**config.mk**
```make
export PLATFORM = sky130hd
export DESIGN_NAME = dmem_access_ctrl
export DESIGN_NICKNAME = d
export VERILOG_FILES = /design/src/rtl/pipe_ctrl_pkg.sv /design/src/rtl/watchdog_cnt.sv /design/src/rtl/dmem_access_ctrl.sv
export SDC_FILE = /design/constraint.sdc
export NUM_CORES = 1
export LEC_CHECK = 0
export BUFFER_PORTS_ARGS = -buffer_cell sky130_fd_sc_hd__clkbuf_2
export CAP_MARGIN = 10
export CORE_ASPECT_RATIO = 2
export CORE_MARGIN = 2
export CORE_UTILIZATION = 36
export CTS_CLUSTER_DIAMETER = 150
export DETAILED_ROUTE_END_ITERATION = 16
export GPL_TIMING_DRIVEN = 0
export PLACE_DENSITY = 0.78
export SKIP_LAST_GASP = 1
export SYNTH_ARGS = -nofsm -noshare
export SYNTH_HDL_FRONTEND = slang
export SYNTH_SLANG_ARGS = --single-unit
```
**constraint.sdc**
```tcl
create_clock -name clk -period 1.3 [get_ports clk]
set_input_delay 0.195 -clock clk [delete_from_list [all_inputs] [get_ports clk]]
set_output_delay 0.195 -clock clk [all_outputs]
set_load 0.02 [all_outputs]
```
**src/rtl/pipe_ctrl_pkg.sv**
```systemverilog
// Shared types for the IM-stage data-memory sequencer.
//   dmem_state_t : bus-sequencer state encoding
//   RES_*        : ResultSrc encodings carried down the pipe
package pipe_ctrl_pkg;

  typedef enum logic [1:0] {
    IDLE     = 2'd0,
    REQ      = 2'd1,
    WAIT_RSP = 2'd2
  } dmem_state_t;

  localparam logic [1:0] RES_ALU = 2'b00;
  localparam logic [1:0] RES_MEM = 2'b01;
  localparam logic [1:0] RES_PC4 = 2'b10;

endpackage

```
**src/rtl/watchdog_cnt.sv**
```systemverilog
// Access watchdog: counts cycles while en is high, clears on clr.
// Ports:
//   clk, reset_n : clock / async active-low reset
//   en           : count this cycle
//   clr          : synchronous clear (wins over en)
//   expire       : count has reached TIMEOUT_CYC-1
module watchdog_cnt #(
  parameter int unsigned TIMEOUT_CYC = 255,
  parameter int unsigned CNT_W       = $clog2(TIMEOUT_CYC + 1)
) (
  input  logic clk,
  input  logic reset_n,
  input  logic en,
  input  logic clr,
  output logic expire
);

  logic [CNT_W-1:0] cnt_q, cnt_d;

  // Saturates at TIMEOUT_CYC and expire uses >=: a load granted exactly in the
  // timeout cycle moves on to WAIT_RSP with the count already past the limit,
  // and must still be bounded there.
  always_comb begin
    cnt_d = cnt_q;
    if (clr)
      cnt_d = '0;
    else if (en && (cnt_q != CNT_W'(TIMEOUT_CYC)))
      cnt_d = cnt_q + CNT_W'(1);
  end

  always_ff @(posedge clk or negedge reset_n) begin
    if (!reset_n) cnt_q <= '0;
    else          cnt_q <= cnt_d;
  end

  assign expire = (cnt_q >= CNT_W'(TIMEOUT_CYC - 1));

endmodule

```
**src/rtl/dmem_access_ctrl.sv**
```systemverilog
// IM-stage data-memory access controller (req/gnt/rvalid handshake).
// Issues the load/store held in IE_IM, stalls the front pipe until the access
// completes, gates the E-stage flush, and converts bus errors / timeouts into
// W-stage bubbles plus a sticky fault flag.
// Ports:
//   clk, reset_n                  : clock / async active-low reset
//   MemWriteM, ResultSrcM         : op decode from IE_IM
//   ALUResultM, RD2M              : address / store data
//   flush_req                     : E-stage redirect request
//   dmem_gnt/rvalid/rdata/err     : memory response side
//   dmem_req/we/addr/wdata        : memory request side
//   stall, flush, bubble_w        : pipeline control
//   ReadDataM                     : load data into IM/IW
//   bus_fault                     : sticky error/timeout flag
module dmem_access_ctrl
  import pipe_ctrl_pkg::*;
#(
  parameter int unsigned TIMEOUT_CYC = 255,
  parameter int unsigned CNT_W       = $clog2(TIMEOUT_CYC + 1)
) (
  input  logic        clk,
  input  logic        reset_n,
  input  logic        MemWriteM,
  input  logic [1:0]  ResultSrcM,
  input  logic [31:0] ALUResultM,
  input  logic [31:0] RD2M,
  input  logic        flush_req,
  input  logic        dmem_gnt,
  input  logic        dmem_rvalid,
  input  logic [31:0] dmem_rdata,
  input  logic        dmem_err,
  output logic        dmem_req,
  output logic        dmem_we,
  output logic [31:0] dmem_addr,
  output logic [31:0] dmem_wdata,
  output logic        stall,
  output logic        flush,
  output logic        bubble_w,
  output logic [31:0] ReadDataM,
  output logic        bus_fault
);

  dmem_state_t state_q, state_d;
  logic [31:0] rd_q;
  logic        fault_q;
  logic        op_m, is_st, wd_expire;
  logic        req, complete, fault_now, stall_int;

  assign is_st = MemWriteM;
  assign op_m  = MemWriteM | (ResultSrcM == RES_MEM);

  watchdog_cnt #(.TIMEOUT_CYC(TIMEOUT_CYC), .CNT_W(CNT_W)) u_wd (
    .clk    (clk),
    .reset_n(reset_n),
    .en     (state_q != IDLE),
    .clr    (state_q == IDLE),
    .expire (wd_expire)
  );

  // A handshake in the timeout cycle always wins over the abort.
  always_comb begin
    state_d   = state_q;
    req       = 1'b0;
    complete  = 1'b0;
    fault_now = 1'b0;
    case (state_q)
      IDLE: if (op_m) begin
        req = 1'b1;
        if (dmem_gnt) begin
          if (is_st) begin
            complete  = 1'b1;
            fault_now = dmem_err;
          end else begin
            state_d = WAIT_RSP;
          end
        end else begin
          state_d = REQ;
        end
      end
      REQ: begin
        req = 1'b1;
        if (dmem_gnt) begin
          if (is_st) begin
            complete  = 1'b1;
            fault_now = dmem_err;
            state_d   = IDLE;
          end else begin
            state_d = WAIT_RSP;
          end
        end else if (wd_expire) begin
          complete  = 1'b1;
          fault_now = 1'b1;
          state_d   = IDLE;
        end
      end
      WAIT_RSP: begin
        if (dmem_rvalid) begin
          complete  = 1'b1;
          fault_now = dmem_err;
          state_d   = IDLE;
        end else if (wd_expire) begin
          complete  = 1'b1;
          fault_now = 1'b1;
          state_d   = IDLE;
        end
      end
      default: state_d = IDLE;
    endcase
  end

  always_ff @(posedge clk or negedge reset_n) begin
    if (!reset_n) begin
      state_q <= IDLE;
      rd_q    <= '0;
      fault_q <= 1'b0;
    end else begin
      state_q <= state_d;
      if (dmem_rvalid) rd_q <= dmem_rdata;
      if (fault_now)   fault_q <= 1'b1;
    end
  end

  // Stall drops in the completion cycle so IE_IM advances on that edge.
  assign stall_int = op_m & ~complete;

  // Pipeline-control outputs are forced low combinationally during reset.
  assign dmem_req   = reset_n & req;
  assign stall      = reset_n & stall_int;
  assign flush      = reset_n & flush_req & ~stall_int;
  assign bubble_w   = reset_n & fault_now;
  assign dmem_we    = MemWriteM & op_m;
  assign dmem_addr  = ALUResultM;
  assign dmem_wdata = RD2M;
  assign ReadDataM  = !reset_n ? 32'h0 : (dmem_rvalid ? dmem_rdata : rd_q);
  assign bus_fault  = fault_q;

endmodule
```
# --- Yosys cells after proc, flatten, opt, wreduce, memory -nomap -nowiden ---
# Index checks and enable logic that the tools add are counted.
word_totals:
  inputBits: 105
  regBits: 43
  output_inout_bits: 102
op_classes:
  n_lt_le_gt_ge: 1
  n_bitwise: 10
  reduce_logical: 5
  n_mux: 27
  n_addsub: 1
  n_eq_ne: 6
ops:
  columns: ["cell", "count"]
  rows:
  - ["$mux W32", 2]
  - ["$mux W8", 2]
  - ["$mux W2", 7]
  - ["$mux W1", 12]
  - ["$add A8 B1 Y8 const B", 1]
  - ["$ge A8 B8 Y1 const B", 1]
  - ["$ne A8 B8 Y1 const B", 1]
  - ["$and A1 B1 Y1", 7]
  - ["$pmux W1 S3", 2]
  - ["$pmux W2 S3", 1]
  - ["$eq A2 B1 Y1 const B", 2]
  - ["$reduce_bool A2 Y1", 2]
  - ["$ne A3 B3 Y1 const B", 1]
  - ["$eq A2 B2 Y1 const B", 1]
  - ["$logic_not A2 Y1", 1]
  - ["$ne A2 B2 Y1 const B", 1]
  - ["$not A1 Y1", 2]
  - ["$pmux W1 S2", 1]
  - ["$reduce_and A2 Y1", 1]
  - ["$logic_and A1 B1 Y1", 1]
  - ["$or A1 B1 Y1", 1]

# --- Logic depth before layout (Yosys ltp) ---
logic_depth:
  depth_word: 8
  depth_mapped: 6
  mapped_depth_nobuf: 6

# --- Modules after synthesis ---
# Synthesis repeated with hierarchy kept, for this count alone.
unflattened:
  cells_unflattened: 251
  hier_area_um2: 2772.7
by_module_without_submodules:
  columns: ["module", "seq_area_each_um2", "cells_per_inst", "n_inst", "area_each_um2"]
  rows:
  - ["dmem_access_ctrl", 875.8, 199, 1, 2279.7]
  - ["watchdog_cnt", 200.2, 52, 1, 493.0]

# --- Worst setup path after synthesis ---
# No wires, ideal clock.
synth_timing:
  path_type: "reg-to-output"
  start: "register u_wd.cnt_q[0]"
  end: "output port bubble_w"
  arrival_time_ns: 1.324
  path_stages_with_launch: 7
  slack_ns: -0.219
  required_ns: 1.105
  path_cell_list: "dfrtp_1 inv_1 ha_1 o211ai_1 nor2_1 o221ai_1 nor2_1"
synth_via:
  elab_chain_len: 5
synth_lines:
  columns: ["item", "line", "source"]
  rows:
  - ["from (decl)", "watchdog_cnt.sv:18", "logic [CNT_W-1:0] cnt_q, cnt_d;"]
  - ["from (signal assigned)", "watchdog_cnt.sv:33", "else cnt_q <= cnt_d;"]
  - ["$ge A8 B8 Y1 (*)", "watchdog_cnt.sv:36", "assign expire = (cnt_q >= CNT_W'(TIMEOUT_CYC - 1));"]
  - ["$mux W1 (*)", "dmem_access_ctrl.sv:90, dmem_access_ctrl.sv:101", null]
  - ["$mux W1 (on tied branches)", "dmem_access_ctrl.sv:97, dmem_access_ctrl.sv:82", null]
  - ["$pmux W1 S3 (*)", "dmem_access_ctrl.sv:66", "case (state_q)"]
  - ["$and A1 B1 Y1 (*)", "dmem_access_ctrl.sv:130", "assign bubble_w = reset_n & fault_now;"]
  - ["to (decl)", "dmem_access_ctrl.sv:38", "output logic bubble_w,"]
# Every way passes the cells marked *; elsewhere a longest branch is shown, timed or not.

# --- Final worst setup path ---
# Ends and elaborated chain as after synthesis.

==> results.json <==
{
  "yosys_warnings": 0,
  "grt_start_max_net_pins": 52,
  "grt_pass1_wl_microns": 10500,
  "r2r-start": "u_wd.cnt_q[1]$_DFFE_PN0P_",
  "holdWs_ns": -0.216,
  "wl_per_cell_microns": 15.4,
  "rsz0062_at_grt": "true",
  "core_sq_um": 6940,
  "final_cell_mix": "clkbuf_2 (107), buf_4 (79), dfrtp_1 (43), and2_4 (33)",
  "maxCapViolations": 0,
  "fp.dieW_microns": 63.8,
  "path_delay_family": "flip-flops",
  "portBuffers": 141,
  "reg2reg_depth": 7,
  "p_leak_uw": 0.00222,
  "max_clock_freq_ghz": 0.552,
  "clockBufferDepth": 2,
  "clkLatencyLatePin_ns": 0.28,
  "crit_type": "flip-flop to primary output",
  "ir_worst_vdd_mv": 0.867,
  "fin_total_pwr_uw": 4310,
  "grt_overflow": 0,
  "tightest_slew_ns": 0.471,
  "hpwl_microns": 5160,
  "antenna_found_initial": 0,
  "nNetsFinal": 514,
  "synth-seq-cells": 43,
  "cp.arrival_ns": 1.62,
  "grt_pass1_vias": 2289,
  "grt_usage_pct": 17.0,
  "outcome": "complete, but fails checks",
  "synth_top_area_cell": "dfrtp_1",
  "routed_wl_microns": 7650,
  "rows": 43,
  "crit_chain": "inv_1, ha_2, o211ai_1, nor2_2, o221ai_2, nor2_4, buf_6",
  "fin_skew_ns": 0.00149,
  "drt_iter0_markers": 67,
  "syn_to_final_growth_pct": 65.4,
  "timing.final.ws_setup_ns": -0.513,
  "violations": "negative hold slack, negative setup slack",
  "fin_crit_sh_pct": 139,
  "root_buffer": "clkbuf_16",
  "via_count": 2392,
  "p_per_area_nw_per_um2": 1010,
  "final_util_pct": 61.4,
  "final_common_cell": "clkbuf_2",
  "synth_fp_nets": 353,
  "dr.pass1.iters": 5,
  "slew_headroom_pct": 68.5,
  "routabilityCongestion": 0.761,
  "cp_num_buf_inv": 2,
  "dieArea_sq_um": 7890,
  "dieHeight_microns": 124,
  "n_fill_cell": 548,
  "synth_cell_types": 32,
  "required_ns": 1.11,
  "r2r-end": "u_wd.cnt_q[5]$_DFFE_PN0P_",
  "slowest_delay_ns": 0.38,
  "drtAntennaViolNets": 0,
  "fin_setup_tns_ns": -5.98,
  "ys_seq_area_share_pct": 41.7,
  "cpMaxStageDelayCell": "dfrtp_1",
  "netlist_instances": 246,
  "ys_top_cells_by_area": "dfrtp_1 (42%), buf_4 (19%), mux2_2 (14%)",
  "synthFlopType": "dfrtp_1",
  "async_flop_share_pct": 100,
  "diodes": 0,
  "synth_edf_count": 0,
  "cts-buffers-inserted": 5,
  "clkTransAtPathRegs_ns": 0.06,
  "start_util_pct": 37.1,
  "hold_violations": 43,
  "r2r_setup_slack_ns": -0.24,
  "dp.cells": 477,
  "cp-end-kind": "primary output",
  "cts_max_level": 2,
  "min_path_type": "primary input to asynchronous set/reset pin",
  "critPathMaxFanout": 3,
  "drive_above_1_share_pct": 78.7,
  "synthesis.area_sq_um": 2580,
  "finalMaxSlewViolations": 0,
  "drc": 0,
  "cts_num_sinks": 43,
  "synth_top_area_share_pct": 41.7,
  "routed_via_density": 4.80,
  "io_pins": 207,
  "min_period_ns": 1.81,
  "avgSynthCellArea_sq_um": 10.5,
  "stdcell_count": 498,
  "cts_tree": "done",
  "crit_path_start_kind": "flip-flop",
  "setup_violations": 45
}
through the flow:
stage	setup WS, ns	hold WS (ns)	area, sq um
final	-0.513	-0.216	4260
after global routing	-0.616	-0.206	4260
after CTS	-0.524	-0.211	3890
after detailed placement	-0.934	0.436	3430
after global placement	-0.881	0.437	3430
after floorplan	-0.116	-0.101	2610
flip-flops by register name, indices dropped and copies added, names as in the netlist:
register    count
rd_q           32
u_wd.cnt_q      8
state_q         2
bus_fault       1
logic make-up (layout without fill, tap and decap cells):
group | after synthesis | after routing | share of synthesized area [%]
adders and majority gates | 2 | 2 | 0.971
buffers and inverters | 80 | 242 | 22.3
muxes | 32 | 32 | 14.0
xor gates and xnor gates | 2 | 2 | 0.680
and+or+nand+nor | 65 | 65 | 14.4
AOI/OAI and AO/OA | 22 | 22 | 5.97
DFF | 43 | 43 | 41.7
layout make-up:
type	count	area, sq um	area share (%)
buffer	75	584	13.7
clock buffer	8	156	3.67
inverter	4	15.0	0.352
multi-input combinational	123	1200	28.1
sequential	43	1080	25.2
tap	90	113	2.64
timing repair buffer	155	1120	26.3
what timing repair did:
action | 4_1_cts | 5_1_grt
endpoints found under the setup margin | 43 | 47
buffers inserted | 5 | 10
resized for setup | 70 | 123
endpoints found under the hold margin | 43 | 43
pin swaps | 9 | 10
cells in the mapped netlist, types with 3 or more instances:
cell / instances
dfrtp_1: 43
nand3_1: 3
nand2b_1: 3
a31oi_1: 4
o211ai_1: 3
inv_1: 4
a211oi_1: 4
and2_1: 33
nand2_1: 4
buf_4: 64
mux2_2: 32
nor2_1: 12
buf_2: 4
clkbuf_1: 4
worst max path at each step:
stage	from	to	slack, ns	depth (start not counted)
finish	u_wd.cnt_q[0]$_DFFE_PN0P_	bubble_w	-0.51	7
global route	u_wd.cnt_q[0]$_DFFE_PN0P_	bubble_w	-0.62	7
CTS	u_wd.cnt_q[1]$_DFFE_PN0P_	stall	-0.52	6
detailed placement	reset_n	dmem_req	-0.93	5
global placement	reset_n	dmem_req	-0.88	5
floorplan	u_wd.cnt_q[0]$_DFFE_PN0P_	stall	-0.12	6
per-layer routing:
metal,vias up,wire length (microns),global-route usage [%]
li1,1079,-,-
met4,0,160,6.79
met2,178,4400,33.0
met5,-,0,0
met1,1121,2420,16.4
met3,14,670,4.70
worst register-to-register path: stages, from the launching register on:
cell,delay [ns]
dfrtp_1,0.40
buf_4,0.15
buf_6,0.12
ha_4,0.17
and3_4,0.18
a211oi_2,0.21
xnor2_1,0.14
nor2_1,0.05
where the power goes:
group          switching, uW  internal, uW  total, uW
Sequential              48.5          1460       1510
Combinational            676           797       1470
Clock                    505           818       1320
No activity file was read; power rests on OpenSTA's default activity.
